`config.mk`:
```
export PLATFORM = sky130hd
export DESIGN_NAME = coin_payout_ctrl
export DESIGN_NICKNAME = d
export VERILOG_FILES = /design/src/rtl/coin_payout_ctrl_pkg.sv /design/src/rtl/coin_payout_ctrl_sync_edge_det.sv /design/src/rtl/coin_payout_ctrl.sv
export SDC_FILE = /design/constraint.sdc
export NUM_CORES = 1
export LEC_CHECK = 0
export CELL_PAD_IN_SITES_DETAIL_PLACEMENT = 0
export CELL_PAD_IN_SITES_GLOBAL_PLACEMENT = 1
export CORE_MARGIN = 4
export CORE_UTILIZATION = 44
export DETAILED_ROUTE_END_ITERATION = 10
export GPL_TIMING_DRIVEN = 1
export PLACE_DENSITY = 0.82
export SYNTH_ARGS = -nofsm -noshare
export SYNTH_HDL_FRONTEND = slang
export SYNTH_HIERARCHICAL = 1
export SYNTH_SLANG_ARGS = --single-unit
export TNS_END_PERCENT = 20
```
`constraint.sdc`:
```
create_clock -name CLK -period 4.4 [get_ports CLK]
set_input_delay 1.32 -clock CLK [delete_from_list [all_inputs] [get_ports CLK]]
set_output_delay 1.32 -clock CLK [all_outputs]
set_load 0.05 [all_outputs]
```
`src/rtl/coin_payout_ctrl_pkg.sv`:
```
// coin_payout_ctrl_pkg: shared slot-machine constants, FSM encodings and amount clamp helper
package coin_payout_ctrl_pkg;

    localparam logic [2:0] ST_IDLE     = 3'd0;
    localparam logic [2:0] ST_DRIVE    = 3'd1;
    localparam logic [2:0] ST_WAIT_ACK = 3'd2;
    localparam logic [2:0] ST_GAP      = 3'd3;
    localparam logic [2:0] ST_DONE     = 3'd4;
    localparam logic [2:0] ST_ERROR    = 3'd5;

    localparam logic [6:0] MAX_AMT = 7'd99;

    localparam int DEF_PULSE_CYC   = 50;
    localparam int DEF_GAP_CYC     = 50;
    localparam int DEF_ACK_TIMEOUT = 1000;

    function automatic logic [6:0] clamp_amt(input logic [6:0] amt);
        return (amt > MAX_AMT) ? MAX_AMT : amt;
    endfunction

endpackage

```
`src/rtl/coin_payout_ctrl_sync_edge_det.sv`:
```
// sync_edge_det: two-flop synchronizer plus rising-edge detector for the hopper coin-exit sensor
module sync_edge_det (
    input  logic clk,
    input  logic rst_n,
    input  logic din,
    output logic rise
);

    logic [2:0] sync_q, sync_d;

    // Shift the async input through two sync stages and one history stage
    always_comb sync_d = {sync_q[1:0], din};

    // Sync and history flops, cleared by reset
    always_ff @(posedge clk or negedge rst_n)
        if (!rst_n) sync_q <= '0;
        else        sync_q <= sync_d;

    assign rise = sync_q[1] & ~sync_q[2];

endmodule

```
`src/rtl/coin_payout_ctrl.sv`:
```
// coin_payout_ctrl: drives a coin hopper one pulse per coin, counts sensor acks, handles timeout and abort
module coin_payout_ctrl
    import coin_payout_ctrl_pkg::*;
#(
    parameter int PULSE_CYC   = DEF_PULSE_CYC,
    parameter int GAP_CYC     = DEF_GAP_CYC,
    parameter int ACK_TIMEOUT = DEF_ACK_TIMEOUT
) (
    input  logic       CLK,
    input  logic       RST,
    input  logic       PAY_REQ,
    input  logic [6:0] PAY_AMT,
    input  logic       HOPPER_ACK,
    input  logic       ABORT,
    output logic       HOPPER_DRV,
    output logic       PAY_BUSY,
    output logic       PAY_DONE,
    output logic       PAY_ERR,
    output logic [6:0] PAID_CNT,
    output logic [6:0] REMAIN
);

    // One timer serves both the ack timeout (from drive rise) and the gap length
    localparam int TMAX = (ACK_TIMEOUT > GAP_CYC) ? ACK_TIMEOUT : GAP_CYC;
    localparam int TW   = $clog2(TMAX + 1);

    logic [2:0]    state_q, state_d;
    logic [TW-1:0] tmr_q, tmr_d;
    logic [6:0]    paid_q, paid_d, remain_q, remain_d;
    logic          acked_q, acked_d, err_q, err_d, drv_q, drv_d;
    logic          ack_edge, ack_take;

    sync_edge_det u_sync (
        .clk   (CLK),
        .rst_n (RST),
        .din   (HOPPER_ACK),
        .rise  (ack_edge)
    );

    // Next-state, timer and coin accounting; an ack is booked before an abort takes effect
    always_comb begin
        state_d  = state_q;
        tmr_d    = (tmr_q == TW'(TMAX)) ? tmr_q : tmr_q + 1'b1;
        paid_d   = paid_q;
        remain_d = remain_q;
        acked_d  = acked_q;
        err_d    = err_q;
        ack_take = ack_edge && !acked_q && (state_q == ST_DRIVE || state_q == ST_WAIT_ACK);
        if (ack_take) begin
            acked_d  = 1'b1;
            remain_d = (remain_q == 7'd0) ? 7'd0 : remain_q - 7'd1;
            paid_d   = (paid_q >= MAX_AMT) ? MAX_AMT : paid_q + 7'd1;
        end
        if (ABORT && state_q != ST_IDLE) begin
            state_d = ST_IDLE;
            err_d   = 1'b1;
        end else begin
            case (state_q)
                ST_IDLE: begin
                    tmr_d = '0;
                    if (PAY_REQ) begin
                        remain_d = clamp_amt(PAY_AMT);
                        paid_d   = 7'd0;
                        err_d    = 1'b0;
                        acked_d  = 1'b0;
                        state_d  = (clamp_amt(PAY_AMT) == 7'd0) ? ST_DONE : ST_DRIVE;
                    end
                end
                ST_DRIVE:
                    if (tmr_q == TW'(PULSE_CYC - 1)) begin
                        state_d = acked_d ? ST_GAP : ST_WAIT_ACK;
                        if (acked_d) tmr_d = '0;
                    end
                ST_WAIT_ACK:
                    if (ack_take) begin
                        state_d = ST_GAP;
                        tmr_d   = '0;
                    end else if (tmr_q == TW'(ACK_TIMEOUT - 1)) begin
                        state_d = ST_ERROR;
                        err_d   = 1'b1;
                    end
                ST_GAP:
                    if (tmr_q == TW'(GAP_CYC - 1)) begin
                        state_d = (remain_q != 7'd0) ? ST_DRIVE : ST_DONE;
                        tmr_d   = '0;
                        acked_d = 1'b0;
                    end
                default: state_d = ST_IDLE;
            endcase
        end
        drv_d = (state_d == ST_DRIVE);
    end

    // State registers; async reset drops the drive immediately
    always_ff @(posedge CLK or negedge RST)
        if (!RST) begin
            state_q  <= ST_IDLE;
            tmr_q    <= '0;
            paid_q   <= 7'd0;
            remain_q <= 7'd0;
            acked_q  <= 1'b0;
            err_q    <= 1'b0;
            drv_q    <= 1'b0;
        end else begin
            state_q  <= state_d;
            tmr_q    <= tmr_d;
            paid_q   <= paid_d;
            remain_q <= remain_d;
            acked_q  <= acked_d;
            err_q    <= err_d;
            drv_q    <= drv_d;
        end

    assign HOPPER_DRV = drv_q;
    assign PAY_BUSY   = (state_q != ST_IDLE);
    assign PAY_DONE   = (state_q == ST_DONE);
    assign PAY_ERR    = err_q;
    assign PAID_CNT   = paid_q;
    assign REMAIN     = remain_q;

endmodule

```
==> qor.txt <==
Mapped Cells: 205
Req. time, crit path: 3.08 ns
Worst VDD drop: 0.209 mV
Mean Syn Cell Area: 9.28 um^2
Cells after DPL: 277
CTS tree: done
worst slew pin tran: 0.560 ns
FILL cells: 375
ANT nets after route: 0
Final Power: 0.00102 W
clock sink count: 33
HP Class: reg -> reg
vias per cell: 5.75
Pint: 0.000594 W
synthesized cell area: 1900 um^2
initial antenna violation count: 0
area grow syn2layout: 20.3%
hold-fix buffers at CTS: 0
IO Port Bufs: 29
Final Hold Viols: 0
first-pass GRT wire length: 7.65 mm
number of CTS-inserted buffers: 5
Arrival @ worst endpoint: 2.06 ns
Seq pwr share: 41.4%
clk buf depth: 2
# IOs: 30
post-synth cell types: 44
largest net degree at the start of global routing: 34
router iterations before antenna repair: 4
cell type with the largest total area after synthesis: dfrtp_1
syn_nets: 222
RSZ-0062 raised after global routing: no
NumNets Final: 251
power per standard cell area: 444 nW/um^2
CP max FO: 13
worst-skew pair later-pin latency: 0.29 ns
Post-CTS Repair Setup Buffers: 0
die area: 5440 um^2
via count: 1638
Rows: 23
CTS resizes: 0
switching part of the total: 41.5%
P_leak: 0.935 nW
Layout Cells excl Fill: 285
Core Box Area: 4090 um^2
Worst setup SP type: flop
power share of the clock group: 22.1%
Slew Viols, Final: 0
Synth area leaders: dfrtp_1, nor2_1, nand2_1
placed cell area: 2200 um^2
ratio of final minimum period to clock period: 76.7%
slack of the critical path: 1.02 ns
top cell type's share of synthesized area: 43.4%
post-place setup slack: 1.22 ns
GPL Wtd Cong: 0.855
Initial Util: 46.5%
Final Instance Area: 2290 um^2
die width: 73.7 um
status: finished clean
Synth async-reset ratio: 100%
clk_skew: 0.00333 ns
CP Class: reg -> out
Top FF cell, synth: dfrtp_1
final WL: 4.57 mm
DR iter-0 viols: 137
minimum clock period: 3.38 ns
clock root buffer: clkbuf_8
most frequent cell after synthesis: dfrtp_1
fraction of layout cells with a size suffix above 1: 6.38%
TNS Setup: 0 ns
Net Sw Power: 0.000421 W
crit path capture type: output pin
fmax: 296 MHz
Rel. slew slack: 62.6%
total gr overflow: 0
vias in the first global route: 1563
most frequent cells after synthesis: dfrtp_1, nor2_1, nand2_1, o21ai_0, a21oi_1
Die Ht: 73.7 um
R2R depth: 5
Yosys reg bits: 33
Syn. warnings: 6
Reg clk slew, reported paths: 0.07 ns
combinational fraction of design power: 36.5%
WL/cell: 16.0 um
GRT Total Usage: 18.6%
DRC errors left: 0
WHS Path Cells: 0
ANT cells: 0
HPWL after detailed placement: 3.25 mm
# setup viols final: 0
Max Cap Viol: 0
number of enable flip-flop cells after synthesis: 0
sequential fraction of the synthesis area: 43.4%
H-tree Lvls: 2
-- cell usage in the layout (no fill, tap or decap), types with 3 or more instances in the layout --
cell type / n
dfrtp_1: 33
clkdlybuf4s50_1: 29
nor2_1: 25
nand2_1: 17
o21ai_0: 12
a21oi_1: 11
nand3_1: 9
nor3_1: 8
nand4_1: 7
inv_1: 6
xnor2_1: 6
xor2_1: 6
a31oi_1: 6
nor2b_1: 5
ha_1: 5
clkbuf_8: 5
and3_1: 4
nor4_1: 4
nor3b_1: 3
a211oi_1: 3
o2bb2ai_1: 3
-- worst max-delay path, cell delays in order, from the launching register on --
cell             delay [ns]
dfrtp_1                0.52
or2_2                  0.35
nor2_1                 0.09
clkdlybuf4s50_1        0.81
-- through the flow --
| stage | util, % | hold WS, ns |
|---|---|---|
| finish | 56.0 | 0.350 |
| global route | 56.0 | 0.371 |
| CTS | 56.0 | 0.353 |
| detailed placement | 53.9 | 0.337 |
| global placement | 53.9 | 0.333 |
| floorplan | - | 0.331 |
-- kinds of logic (layout without fill, tap and decap cells) --
logic type	Yosys count	count (layout)	synth area share [%]
and+or+nand+nor	96	96	28.5
muxes	2	2	1.05
DFF	33	33	43.4
AOI/OAI and AO/OA	43	43	13.9
xor gates and xnor gates	12	12	5.53
adders and majority gates	5	5	3.29
buffers and inverters	14	44	4.34
-- state kept, by name (all words and copies together) (netlist names) --
signal         count
PAID_CNT           7
u_sync/sync_q      3
acked_q            1
state_q            3
PAY_ERR            1
tmr_q             10
HOPPER_DRV         1
REMAIN             7
-- routing by layer --
metal	wire, um	track usage, %
met4	48	7.85
met3	261	5.47
met2	2250	29.0
met5	0	0
met1	2010	24.0
-- power by group through the flow --
| stage | Sequential [W] | Combinational [W] | Clock [W] |
|---|---|---|---|
| global route | 0.000430 | 0.000403 | 0.000249 |
| global placement | 0.000420 | 0.000367 | 0 |
| floorplan | 0.000497 | 0.000175 | 0 |
| finish | 0.000420 | 0.000370 | 0.000225 |
| detailed placement | 0.000424 | 0.000371 | 0 |
| CTS | 0.000419 | 0.000373 | 0.000236 |
-- worst paths after layout --
| path | startpoint | end | slack (ns) |
|---|---|---|---|
| setup / recovery | state_q[0]$_DFF_PN0_ | PAY_DONE | 1.02 |
| hold / removal | u_sync/sync_q[0]$_DFF_PN0_ | u_sync/sync_q[1]$_DFF_PN0_ | 0.35 |
| min in group asynchronous | RST | PAID_CNT[2]$_DFF_PN0_ | 1.42 |
| hold reg to reg | u_sync/sync_q[0]$_DFF_PN0_ | u_sync/sync_q[1]$_DFF_PN0_ | 0.35 |
| max in group asynchronous | RST | tmr_q[4]$_DFF_PN0_ | 2.67 |
| setup reg to reg | state_q[0]$_DFF_PN0_ | PAID_CNT[3]$_DFF_PN0_ | 2.32 |
-- cell type report --
class / instances / area, um^2 / share of cell area (%)
Sequential cell: 33 / 826 / 36.1
Tap cell: 50 / 62.6 / 2.73
Clock buffer: 5 / 68.8 / 3.01
Multi-Input combinational cell: 158 / 993 / 43.4
Inverter: 6 / 22.5 / 0.984
Timing Repair Buffer: 30 / 298 / 13.0
Clock inverter: 3 / 17.5 / 0.765
Power figures use the tool's default switching activity.
